`config.mk`:
```
export PLATFORM = sky130hd
export DESIGN_NAME = unit_clause_eval_pipe_flat
export DESIGN_NICKNAME = d
export VERILOG_FILES = /design/src/rtl/unit_clause_eval_pipe_if.sv /design/src/rtl/unit_clause_eval_pipe.sv /design/src/flat_wrapper.sv
export SDC_FILE = /design/constraint.sdc
export NUM_CORES = 1
export LEC_CHECK = 0
export ABC_AREA = 1
export CAP_MARGIN = 15
export CORE_MARGIN = 10
export CORE_UTILIZATION = 56
export CTS_BUF_LIST = sky130_fd_sc_hd__clkbuf_4 sky130_fd_sc_hd__clkbuf_8
export CTS_CLUSTER_SIZE = 16
export DETAILED_ROUTE_END_ITERATION = 7
export GPL_ROUTABILITY_DRIVEN = 0
export PLACE_DENSITY_LB_ADDON = 0.1
export SETUP_SLACK_MARGIN = 0.02
export SLEW_MARGIN = 30
export SYNTH_ARGS = -nofsm -noshare
export SYNTH_HDL_FRONTEND = slang
export SYNTH_SLANG_ARGS = --single-unit
```
`constraint.sdc`:
```
create_clock -name clk -period 3.5 [get_ports clk]
set_input_delay 0.525 -clock clk [delete_from_list [all_inputs] [get_ports clk]]
set_output_delay 0.525 -clock clk [all_outputs]
set_load 0.05 [all_outputs]
```
`src/rtl/unit_clause_eval_pipe_if.sv`:
```
// rtl/unit_clause_eval_pipe_if.sv - clause input and result output handshake bundle
interface unit_clause_eval_pipe_if #(
  parameter int CLAUSE_WIDTH = 8,
  parameter int CID_W        = 16
);
  localparam int IDX_W = $clog2(CLAUSE_WIDTH);

  logic                    in_valid;
  logic                    in_ready;
  logic [CID_W-1:0]        in_cid;
  logic [CLAUSE_WIDTH-1:0] in_mask;
  logic [CLAUSE_WIDTH-1:0] in_unassign;
  logic [CLAUSE_WIDTH-1:0] in_pole;
  logic [CLAUSE_WIDTH-1:0] in_value;
  logic                    out_valid;
  logic                    out_ready;
  logic [CID_W-1:0]        out_cid;
  logic [IDX_W-1:0]        out_idx;
  logic                    out_value;
  logic                    out_conflict;

  modport master (
    output in_valid, in_cid, in_mask, in_unassign, in_pole, in_value, out_ready,
    input  in_ready, out_valid, out_cid, out_idx, out_value, out_conflict
  );

  modport slave (
    input  in_valid, in_cid, in_mask, in_unassign, in_pole, in_value, out_ready,
    output in_ready, out_valid, out_cid, out_idx, out_value, out_conflict
  );
endinterface

```
`src/rtl/unit_clause_eval_pipe.sv`:
```
// rtl/unit_clause_eval_pipe.sv - pipelined BCP clause classifier with unit/conflict result FIFO (optional UCE_STATS_EN counters)
module unit_clause_eval_pipe #(
  parameter int CLAUSE_WIDTH = 8,
  parameter int CID_W        = 16,
  parameter int FIFO_DEPTH   = 4
) (
  input  logic                         clk,
  input  logic                         reset,
  input  logic                         flush,
  unit_clause_eval_pipe_if.slave       bus,
  output logic                         conflict_seen
`ifdef UCE_STATS_EN
  ,
  output logic [31:0]                  stat_units,
  output logic [31:0]                  stat_conflicts,
  output logic [31:0]                  stat_dropped
`endif
);
  localparam int IDX_W = $clog2(CLAUSE_WIDTH);
  localparam int PTR_W = $clog2(FIFO_DEPTH);
  localparam int CNT_W = PTR_W + 1;
  localparam int ENT_W = CID_W + IDX_W + 2;
  localparam logic [CLAUSE_WIDTH-1:0] ONE_W = {{(CLAUSE_WIDTH-1){1'b0}}, 1'b1};
  localparam logic [CNT_W:0] DEPTH_C = (CNT_W+1)'(FIFO_DEPTH);

  // Classification of the clause on the input port
  logic [CLAUSE_WIDTH-1:0] true_vec;
  logic [CLAUSE_WIDTH-1:0] u_vec;
  logic                    sat;
  logic                    u_zero;
  logic                    u_one;
  logic                    is_unit;
  logic                    is_conf;
  logic [IDX_W-1:0]        u_idx;
  logic                    accept;

  assign true_vec = bus.in_mask & ~bus.in_unassign & (bus.in_value ^ bus.in_pole);
  assign u_vec    = bus.in_mask & bus.in_unassign;
  assign sat      = |true_vec;
  assign u_zero   = ~|u_vec;
  assign u_one    = ~u_zero && ((u_vec & (u_vec - ONE_W)) == '0);
  assign is_unit  = ~sat & u_one;
  assign is_conf  = ~sat & u_zero;
  assign accept   = bus.in_valid & bus.in_ready;

  // Locate the single unassigned slot; only meaningful when u_one is set
  always_comb begin
    u_idx = '0;
    for (int i = 0; i < CLAUSE_WIDTH; i++) begin
      if (u_vec[i]) u_idx = IDX_W'(i);
    end
  end

  // Stage 1: registered classification of the accepted clause
  logic             s1_valid;
  logic             s1_keep;
  logic             s1_conflict;
  logic [CID_W-1:0] s1_cid;
  logic [IDX_W-1:0] s1_idx;
  logic             s1_value;

  // Stage 1 register; dropped clauses still occupy the slot so in_ready stays conservative
  always_ff @(posedge clk) begin
    if (reset || flush) begin
      s1_valid    <= 1'b0;
      s1_keep     <= 1'b0;
      s1_conflict <= 1'b0;
      s1_cid      <= '0;
      s1_idx      <= '0;
      s1_value    <= 1'b0;
    end else begin
      s1_valid <= accept;
      if (accept) begin
        s1_keep     <= is_unit | is_conf;
        s1_conflict <= is_conf;
        s1_cid      <= bus.in_cid;
        s1_idx      <= is_unit ? u_idx : '0;
        s1_value    <= is_unit ? ~bus.in_pole[u_idx] : 1'b0;
      end
    end
  end

  // Result FIFO
  logic [ENT_W-1:0] mem [FIFO_DEPTH];
  logic [PTR_W-1:0] wr_ptr;
  logic [PTR_W-1:0] rd_ptr;
  logic [CNT_W-1:0] fifo_count;
  logic             push;
  logic             pop;
  logic [CNT_W:0]   occupancy;
  logic [ENT_W-1:0] head;

  assign push      = s1_valid & s1_keep;
  assign pop       = bus.out_valid & bus.out_ready;
  assign occupancy = {1'b0, fifo_count} + {{CNT_W{1'b0}}, s1_valid};
  assign head      = mem[rd_ptr];

  assign bus.in_ready     = occupancy < DEPTH_C;
  assign bus.out_valid    = fifo_count != '0;
  assign bus.out_cid      = head[ENT_W-1 -: CID_W];
  assign bus.out_idx      = head[IDX_W+1 : 2];
  assign bus.out_value    = head[1];
  assign bus.out_conflict = head[0];

  // FIFO storage, pointers and occupancy; cleared so outputs read zero after reset/flush
  always_ff @(posedge clk) begin
    if (reset || flush) begin
      for (int i = 0; i < FIFO_DEPTH; i++) mem[i] <= '0;
      wr_ptr     <= '0;
      rd_ptr     <= '0;
      fifo_count <= '0;
    end else begin
      if (push) begin
        mem[wr_ptr] <= {s1_cid, s1_idx, s1_value, s1_conflict};
        wr_ptr      <= wr_ptr + 1'b1;
      end
      if (pop) rd_ptr <= rd_ptr + 1'b1;
      if (push && !pop)      fifo_count <= fifo_count + 1'b1;
      else if (pop && !push) fifo_count <= fifo_count - 1'b1;
    end
  end

  // Sticky conflict flag, set when a conflict result enters the FIFO
  always_ff @(posedge clk) begin
    if (reset || flush)            conflict_seen <= 1'b0;
    else if (push && s1_conflict)  conflict_seen <= 1'b1;
  end

`ifdef UCE_STATS_EN
  // Saturating per-class counters of accepted clauses; survive flush
  always_ff @(posedge clk) begin
    if (reset) begin
      stat_units     <= '0;
      stat_conflicts <= '0;
      stat_dropped   <= '0;
    end else if (accept && !flush) begin
      if (is_unit) begin
        if (stat_units != 32'hFFFF_FFFF) stat_units <= stat_units + 32'd1;
      end else if (is_conf) begin
        if (stat_conflicts != 32'hFFFF_FFFF) stat_conflicts <= stat_conflicts + 32'd1;
      end else begin
        if (stat_dropped != 32'hFFFF_FFFF) stat_dropped <= stat_dropped + 32'd1;
      end
    end
  end
`endif
endmodule

```
`src/flat_wrapper.sv`:
```
// flat-port wrapper written by rule: the top's interface ports become plain ports
module unit_clause_eval_pipe_flat 
#(
  parameter int CLAUSE_WIDTH = 8,
  parameter int CID_W        = 16,
  parameter int FIFO_DEPTH   = 4
)
  (clk, reset, flush, conflict_seen, bus_in_valid, bus_in_cid, bus_in_mask, bus_in_unassign, bus_in_pole, bus_in_value, bus_out_ready, bus_in_ready, bus_out_valid, bus_out_cid, bus_out_idx, bus_out_value, bus_out_conflict);
  unit_clause_eval_pipe_if #(.CLAUSE_WIDTH(CLAUSE_WIDTH), .CID_W(CID_W)) bus_i ();
  input  logic clk;
  input  logic reset;
  input  logic flush;
  output logic conflict_seen;
  input wire logic [$bits(bus_i.in_valid)-1:0] bus_in_valid;
  input wire logic [$bits(bus_i.in_cid)-1:0] bus_in_cid;
  input wire logic [$bits(bus_i.in_mask)-1:0] bus_in_mask;
  input wire logic [$bits(bus_i.in_unassign)-1:0] bus_in_unassign;
  input wire logic [$bits(bus_i.in_pole)-1:0] bus_in_pole;
  input wire logic [$bits(bus_i.in_value)-1:0] bus_in_value;
  input wire logic [$bits(bus_i.out_ready)-1:0] bus_out_ready;
  output wire logic [$bits(bus_i.in_ready)-1:0] bus_in_ready;
  output wire logic [$bits(bus_i.out_valid)-1:0] bus_out_valid;
  output wire logic [$bits(bus_i.out_cid)-1:0] bus_out_cid;
  output wire logic [$bits(bus_i.out_idx)-1:0] bus_out_idx;
  output wire logic [$bits(bus_i.out_value)-1:0] bus_out_value;
  output wire logic [$bits(bus_i.out_conflict)-1:0] bus_out_conflict;
  assign bus_i.in_valid = bus_in_valid;
  assign bus_i.in_cid = bus_in_cid;
  assign bus_i.in_mask = bus_in_mask;
  assign bus_i.in_unassign = bus_in_unassign;
  assign bus_i.in_pole = bus_in_pole;
  assign bus_i.in_value = bus_in_value;
  assign bus_i.out_ready = bus_out_ready;
  assign bus_in_ready = bus_i.in_ready;
  assign bus_out_valid = bus_i.out_valid;
  assign bus_out_cid = bus_i.out_cid;
  assign bus_out_idx = bus_i.out_idx;
  assign bus_out_value = bus_i.out_value;
  assign bus_out_conflict = bus_i.out_conflict;
  unit_clause_eval_pipe #(.CLAUSE_WIDTH(CLAUSE_WIDTH), .CID_W(CID_W), .FIFO_DEPTH(FIFO_DEPTH)) u_core (.clk(clk), .reset(reset), .flush(flush), .bus(bus_i), .conflict_seen(conflict_seen));
endmodule
```
Word level (Yosys, flattened, before mapping)
Memories as Yosys holds them, arrays and structs flattened. A register that Yosys moved wholly into a read port is not among the register bits. Cells that the tools add are included.

Multiplexer cells: 23. Bitwise operators: 14. $lt $le $gt $ge: 2. Reduce and logical (&&, ||, !) cells: 14. $add $sub $neg: 6.

Operators with widths (count): $and 8x8->8 (4); $mux 3 (9); $mux 21 (1); $reduce_or 21->1 (1); $reduce_or 8->1 (2); $mux 1 (9); $logic_not 8->1 (1); $not 8->8 (1); $sub 8x1->8 const B (1); $xor 8x8->8 (1); $mux 2 (3); $and 1x1->1 (5); $add 2x1->2 const B (2); $add 3x1->4 (1); $logic_and 1x1->1 (4); $lt 3x4->1 const B (1); $lt 4x3->1 const B (1); $add 3x1->3 const B (1); $bmux 1 s3 (1); $logic_not 1->1 (3); $reduce_bool 3->1 (1); $sub 3x1->3 const B (1); $not 1->1 (2); $reduce_bool 2->1 (1); 2 further kinds (2).

Output and inout bits: 24. Memories: 1. Bits of input ports: 53. Logic and storage cells: 70. Bits in registers: 31. Memory bits (writable): 84.

Memories: u_core.mem (words 4, width 21, read ports 1, clocked after Yosys merged registers in 1, wr ports 4, line unit_clause_eval_pipe.sv:84) `logic [ENT_W-1:0] mem [FIFO_DEPTH];`.

Longest topological paths before layout
Gate-level depths: netlist of the first run.

Word-level depth: 12. Mapped depth: 14. Mapped depth without buffers: 14.

Least setup slack after synthesis of the first run
OpenSTA, ideal clock, no wires.

Path type: register to register. Start: reg u_core.wr_ptr[0]. End: mem u_core.mem[1][0] (netlist bit), enable pin. Period minus slack after synthesis: 2.528 ns. Stages on the path, launching flop included: 5. Data required time: 3.072 ns. Arrival: 2.100 ns. Setup time: 0.428 ns. Path slack: 0.972 ns. Buffers on the path: 0. Cells stage by stage: dfxtp_1 > inv_1 > nor2_1 > inv_1 > o21ai_0.

RTL lines: from (decl) (line unit_clause_eval_pipe.sv:85) `logic [PTR_W-1:0] wr_ptr;`; from (signal assigned) (line unit_clause_eval_pipe.sv:115) `wr_ptr <= wr_ptr + 1'b1;`; to (decl) (line unit_clause_eval_pipe.sv:84).

==> results of run 1 <==
## synth_stat cells (all sizes together)
library cell	number
nand2	66
o21bai	1
ha	1
nand3	22
o211a	1
buf	11
a31oi	1
a21oi	28
inv	91
nor2	145
clkbuf	17
dfxtp	33
o21ai	71
nor3	6
o22ai	21
fa	1
edfxtp	84
nand4	2
## critical path: stages, from the launching register on
cell and delay, ns:
dfxtp_1 0.30, buf_4 0.21, inv_1 0.53, o21ai_0 0.19, o22ai_1 0.22, buf_4 0.24
## power by group
part	switching, mW	internal, mW
clock network	0.518	0.781
logic	0.168	0.106
registers	0.0144	1.53
total	0.701	2.42
## metal layers
| layer | part of all wire | GRT usage |
|---|---|---|
| met2 | 0.50 | 0.324 |
| met5 | 0 | 0 |
| met1 | 0.42 | 0.207 |
| met4 | 0.017 | 0.0712 |
| met3 | 0.065 | 0.0561 |
## state kept, by name, summed over array words and instances (netlist names), named ones only
register / count
u_core.s1_value: 1
u_core.s1_cid: 16
u_core.s1_idx: 3
u_core.rd_ptr: 2
u_core.conflict_seen: 1
u_core.s1_valid: 1
u_core.s1_keep: 1
u_core.fifo_count: 3
u_core.mem: 84
u_core.s1_conflict: 1
u_core.wr_ptr: 2
## how the worst max path moves through the flow
stage | startpoint | to | slack [ns] | cells past startpoint
after floorplan | u_core.wr_ptr[0] | u_core.mem[1][0] | 0.97 | 4
after global placement | flush | u_core.mem[0][12] | 0.73 | 9
after detailed placement | flush | u_core.mem[0][15] | 0.67 | 9
after CTS | register | bus_out_cid[15] | 0.82 | 5
after global routing | register | bus_out_conflict | 0.71 | 5
final | register | bus_out_cid[11] | 0.83 | 5
## logic make-up (layout without fill, tap and decap cells)
group,Yosys count,after routing,synth area share
AOI/OAI and AO/OA,123,123,0.122
adders and majority gates,2,2,0.00612
buffers and inverters,119,208,0.0867
DFF,117,117,0.599
and+or+nand+nor,241,241,0.185
## cell type report
cell class | instances | area, um^2 | share of cell area
Clock inverter | 9 | 125 | 0.0191
Tap cell | 129 | 161 | 0.0246
Multi-Input combinational cell | 366 | 1680 | 0.255
Sequential cell | 117 | 3180 | 0.485
Clock buffer | 23 | 298 | 0.0454
Inverter | 91 | 342 | 0.0521
Timing Repair Buffer | 85 | 776 | 0.118
## cells in the final DEF (no fill, tap or decap), types with 2 or more instances in the layout
master	instances
clkdlybuf4s50_1	55
a21oi_1	28
edfxtp_1	84
bufinv_16	3
nand2_4	2
buf_4	30
inv_1	88
clkinv_2	4
nand4_1	2
nor2_1	142
clkbuf_8	20
nand2_1	63
nor3_1	5
inv_2	3
nor2_2	2
nand3_1	21
o22ai_1	21
clkbuf_4	3
o21ai_2	2
dfxtp_1	33
o21ai_0	69
==> impl_metrics.toml, run 1 <==
[clocking]
hold_buffers = 0
cts_buffer_depth = 2
root_buffer = "clkbuf_8"
numCtsBuffers = 17
clk_latency_ns = 0.43
cts_max_level = 4
ctsResizeCount = 0
cts_tree = "yes"
clk_pin_slew_worst_paths_ns = 0.07
cts.sinks = 117
cts_setup_buffers = 0

[sta]
fmax_mhz = 374
tightest_slew_ns = 0.947
rsz0062_at_grt = "false"
fin_tns_setup_ns = 0
skew_ns = 0.0122
drv_slew = 0
min_period_over_period = 0.764
finalHoldViolCount = 0
setup_slack_ns = 0.827
finalSetupViolCount = 0
slew_headroom = 0.368
fin_hold_ws_ns = 0.460
period_minus_slack_ns = 2.67

[floorplan]
rows = 35
die_w_um = 117
dieArea_um2 = 13800
initial_utilization = 0.575
ioPinCount = 77
die_h_um = 117
fp.coreArea_um2 = 9240

[grt]
grt_pass1_vias = 4411
grt_remaining_overflow = 0
grt_max_degree = 43
antenna_found_initial = 0
grt_pass1_wl_um = 20900
grt_usage = 0.186

[logic_synthesis]
synth_top_area_frac = 0.475
synth_cell_type_count = 27
syn_nets = 657
yosysWarnings = 0
synth_largest_area_cell = "edfxtp_1"
synth_top_cells_by_area = "edfxtp_1 (47%), dfxtp_1 (12%), nor2_1 (10%)"
ys_seq_area_frac = 0.599
synthCells = 602
avgSynthCellArea_um2 = 8.82
ys_ff_latch = 117
synth_area_um2 = 5310

[drt]
vias = 4258
dr.pass1.iters = 5
drc_errors = 0
finalWirelength_um = 12600
wl_per_cell_um = 15.4
vias_per_cell = 5.19
drt_iter0_markers = 292
postRouteAntennaNets = 0

[worst_setup_path]
crit_fanout = 22
critPathArrivalTime_ns = 2.15
r2r_cells = 5
r2r-start = "u_core.wr_ptr[0]"
r2r_slack_ns = 1.15
critical_path_class = "register to primary output"
worstPathRequired_ns = 2.97
cp-end-kind = "primary output"
cp-start-kind = "register"
r2r-end = "u_core.mem[1][1]"

[cells_and_area]
antenna_cells = 0
postLayoutCoreUtil = 0.710
stdcell_count = 820
final_nets = 733
drive_above_1_share = 0.109
syn2layout_area_growth_pct = 23.5
fillers = 750
design_area_um2 = 6560

[power]
ir_drop_mv = 0.261
power.total_mw = 3.12
leakage_nw = 2.63
powerDensity_nw_per_um2 = 475

[worst_hold_path]
hp-start = "u_core.rd_ptr[1]"
hold_depth = 2
hp-class = "register to register"

[status]
status = "complete, no violations"

[flow_run]
cap_viol_max_count = 0

[place]
hpwl_um = 8470
post-place-ws_ns = 0.673
place_area_um2 = 6140
numPortBuffers = 76
placed_cells = 788
Note: power is estimated with default switching activity, not from simulation.
==> run 2: changes to the inputs <==
Clock period 3.5 ns to 2.8 ns, I/O delays scaled along.
==> run 2 against run 1 <==
Against the previous run: sequential power rose by 25%; critical path depth fell by 1; die area did not move; core utilization rose by 1.0 points; non-clock buffer count rose by 8; combinational power rose by 24%; final area rose by 1.4%; register-to-register slack got worse by 0.18 ns; via count rose by 1.3%; worst hold slack barely moved; setup slack got worse by 0.29 ns; global-route usage rose by 0.26 points; critical path type unchanged; largest cell class unchanged.
==> impl_metrics.toml, run 2 (synthesis results as in run 1) <==
[cells_and_area]
final_nets = 741
regMostFlops = "u_core.mem"
antenna_cells = 0
largest_reg_flops = 84
top_regs = "u_core.mem: 84 flops, u_core.s1_cid: 16 flops"
layout_commonest_cell = "nor2_1"
syn2layout_area_growth_pct = 25.3
most-common-layout-cells = "nor2_1 (142), inv_1 (88), edfxtp_1 (84), o21ai_0 (69), nand2_1 (63)"
drive_above_1_share = 0.119

[sta]
finalHoldViolCount = 0
slew_headroom = 0.392
finalSetupViolCount = 0
period_minus_slack_ns = 2.26
rsz0062_at_grt = "false"
fin_tns_setup_ns = 0
min_period_over_period = 0.807
fmax_mhz = 442
drv_slew = 0
tightest_slew_ns = 0.910
skew_ns = 0.0158

[drt]
vias_per_cell = 5.21
finalWirelength_um = 12800
dr.pass1.iters = 5
postRouteAntennaNets = 0
drt_iter0_markers = 177
drc_errors = 0
wl_per_cell_um = 15.5
vias = 4315

[grt]
grt_pass1_vias = 4557
grt_max_degree = 39
grt_remaining_overflow = 0
antenna_found_initial = 0
grt_pass1_wl_um = 21300
grt_usage = 0.188

[worst_setup_path]
worstPathRequired_ns = 2.38
critPathArrivalTime_ns = 1.84
crit_fanout = 18
crit_buf_inv = 2
cp_top_family = "buffers and inverters"
critical_path_class = "register to primary output"
r2r_slack_ns = 0.97
cp-start-kind = "register"
cp-end-kind = "primary output"
path_cells = "buf_4 -> o21ai_0 -> o22ai_1 -> buf_4"
critical_path.most_common_cell = "buf_4"
slowest_delay_ns = 0.51
crit_slowest_cell = "dfxtp_1"

[clocking]
clk_pin_slew_worst_paths_ns = 0.07
cts_max_level = 4
clk_latency_ns = 0.42
numCtsBuffers = 17
hold_buffers = 0
ctsResizeCount = 0
cts_tree = "yes"
cts_buffer_depth = 2
cts_setup_buffers = 0
root_buffer = "clkbuf_8"
cts.sinks = 117

[power]
leakage_nw = 2.68
powerDensity_nw_per_um2 = 603
ir_drop_mv = 0.304
power.total_mw = 4.01

[floorplan]
fp.coreArea_um2 = 9240
die_w_um = 117
dieArea_um2 = 13800
die_h_um = 117
ioPinCount = 77
initial_utilization = 0.575
rows = 35

[status]
status = "complete, no violations"

[place]
numPortBuffers = 76
hpwl_um = 8540

[worst_hold_path]
hp-class = "register to register"

[flow_run]
cap_viol_max_count = 0
run 2: cell count changes in the layout (fill, tap and decap cells not counted):
cell       before  now
clkinv_2        4    2
buf_4          30   38
bufinv_16       3    4
clkbuf_8       20   21
run 2: worst reg2reg max path: stages, from the launching register on:
cell and delay [ns]:
dfxtp_1 0.34, inv_1 0.10, nand3_1 0.10, nand2_1 0.11, ha_1 0.16, inv_1 0.07
fa_1 0.38, a21oi_1 0.15, o21ai_0 0.11, o21ai_0 0.16, a21oi_1 0.05
run 2: stage by stage:
| stage | hold WS [ns] | instance area (um^2) | worst slack [ns] | util | cells |
|---|---|---|---|---|---|
| finish | 0.460 | 6650 | 0.540 | 0.720 | 828 |
| global route | 0.485 | 6650 | 0.408 | 0.720 | 828 |
| CTS | 0.459 | 6650 | 0.500 | 0.720 | 828 |
| detailed placement | 0.445 | 6200 | 0.574 | 0.671 | 796 |
| global placement | 0.449 | 6200 | 0.654 | 0.671 | 796 |
| floorplan | 0.436 | 5310 | 0.272 | - | 602 |
run 2: report_power, final:
part,internal (mW),switching (mW)
clock,1.10,0.643
combinational,0.134,0.208
sequential,1.91,0.0176
run 2: per-layer routing:
layer / vias to the layer above / global-route usage / wire length (um)
met3: 15 / 0.0465 / 761
met5: - / 0 / 0
met1: 2020 / 0.205 / 5150
met2: 138 / 0.342 / 6740
li1: 2142 / - / -
met4: 0 / 0.0720 / 180
run 2: cell type report:
| type | count | area, um^2 |
|---|---|---|
| clock buffers | 24 | 312 |
| clock inverters | 8 | 145 |
| fillers | 694 | 2590 |
| inverters | 91 | 342 |
| multi-input cells | 366 | 1680 |
| flip-flops and latches | 117 | 3180 |
| well taps | 129 | 161 |
| repair buffers | 93 | 836 |
run 2: final timing paths:
path,startpoint,to,cells past startpoint
worst min register to register,u_core.conflict_seen,u_core.conflict_seen,2
worst min-delay path,u_core.conflict_seen,u_core.conflict_seen,2
worst max-delay path,register,bus_out_cid[11],4
worst max register to register,u_core.fifo_count[0],u_core.fifo_count[2],10
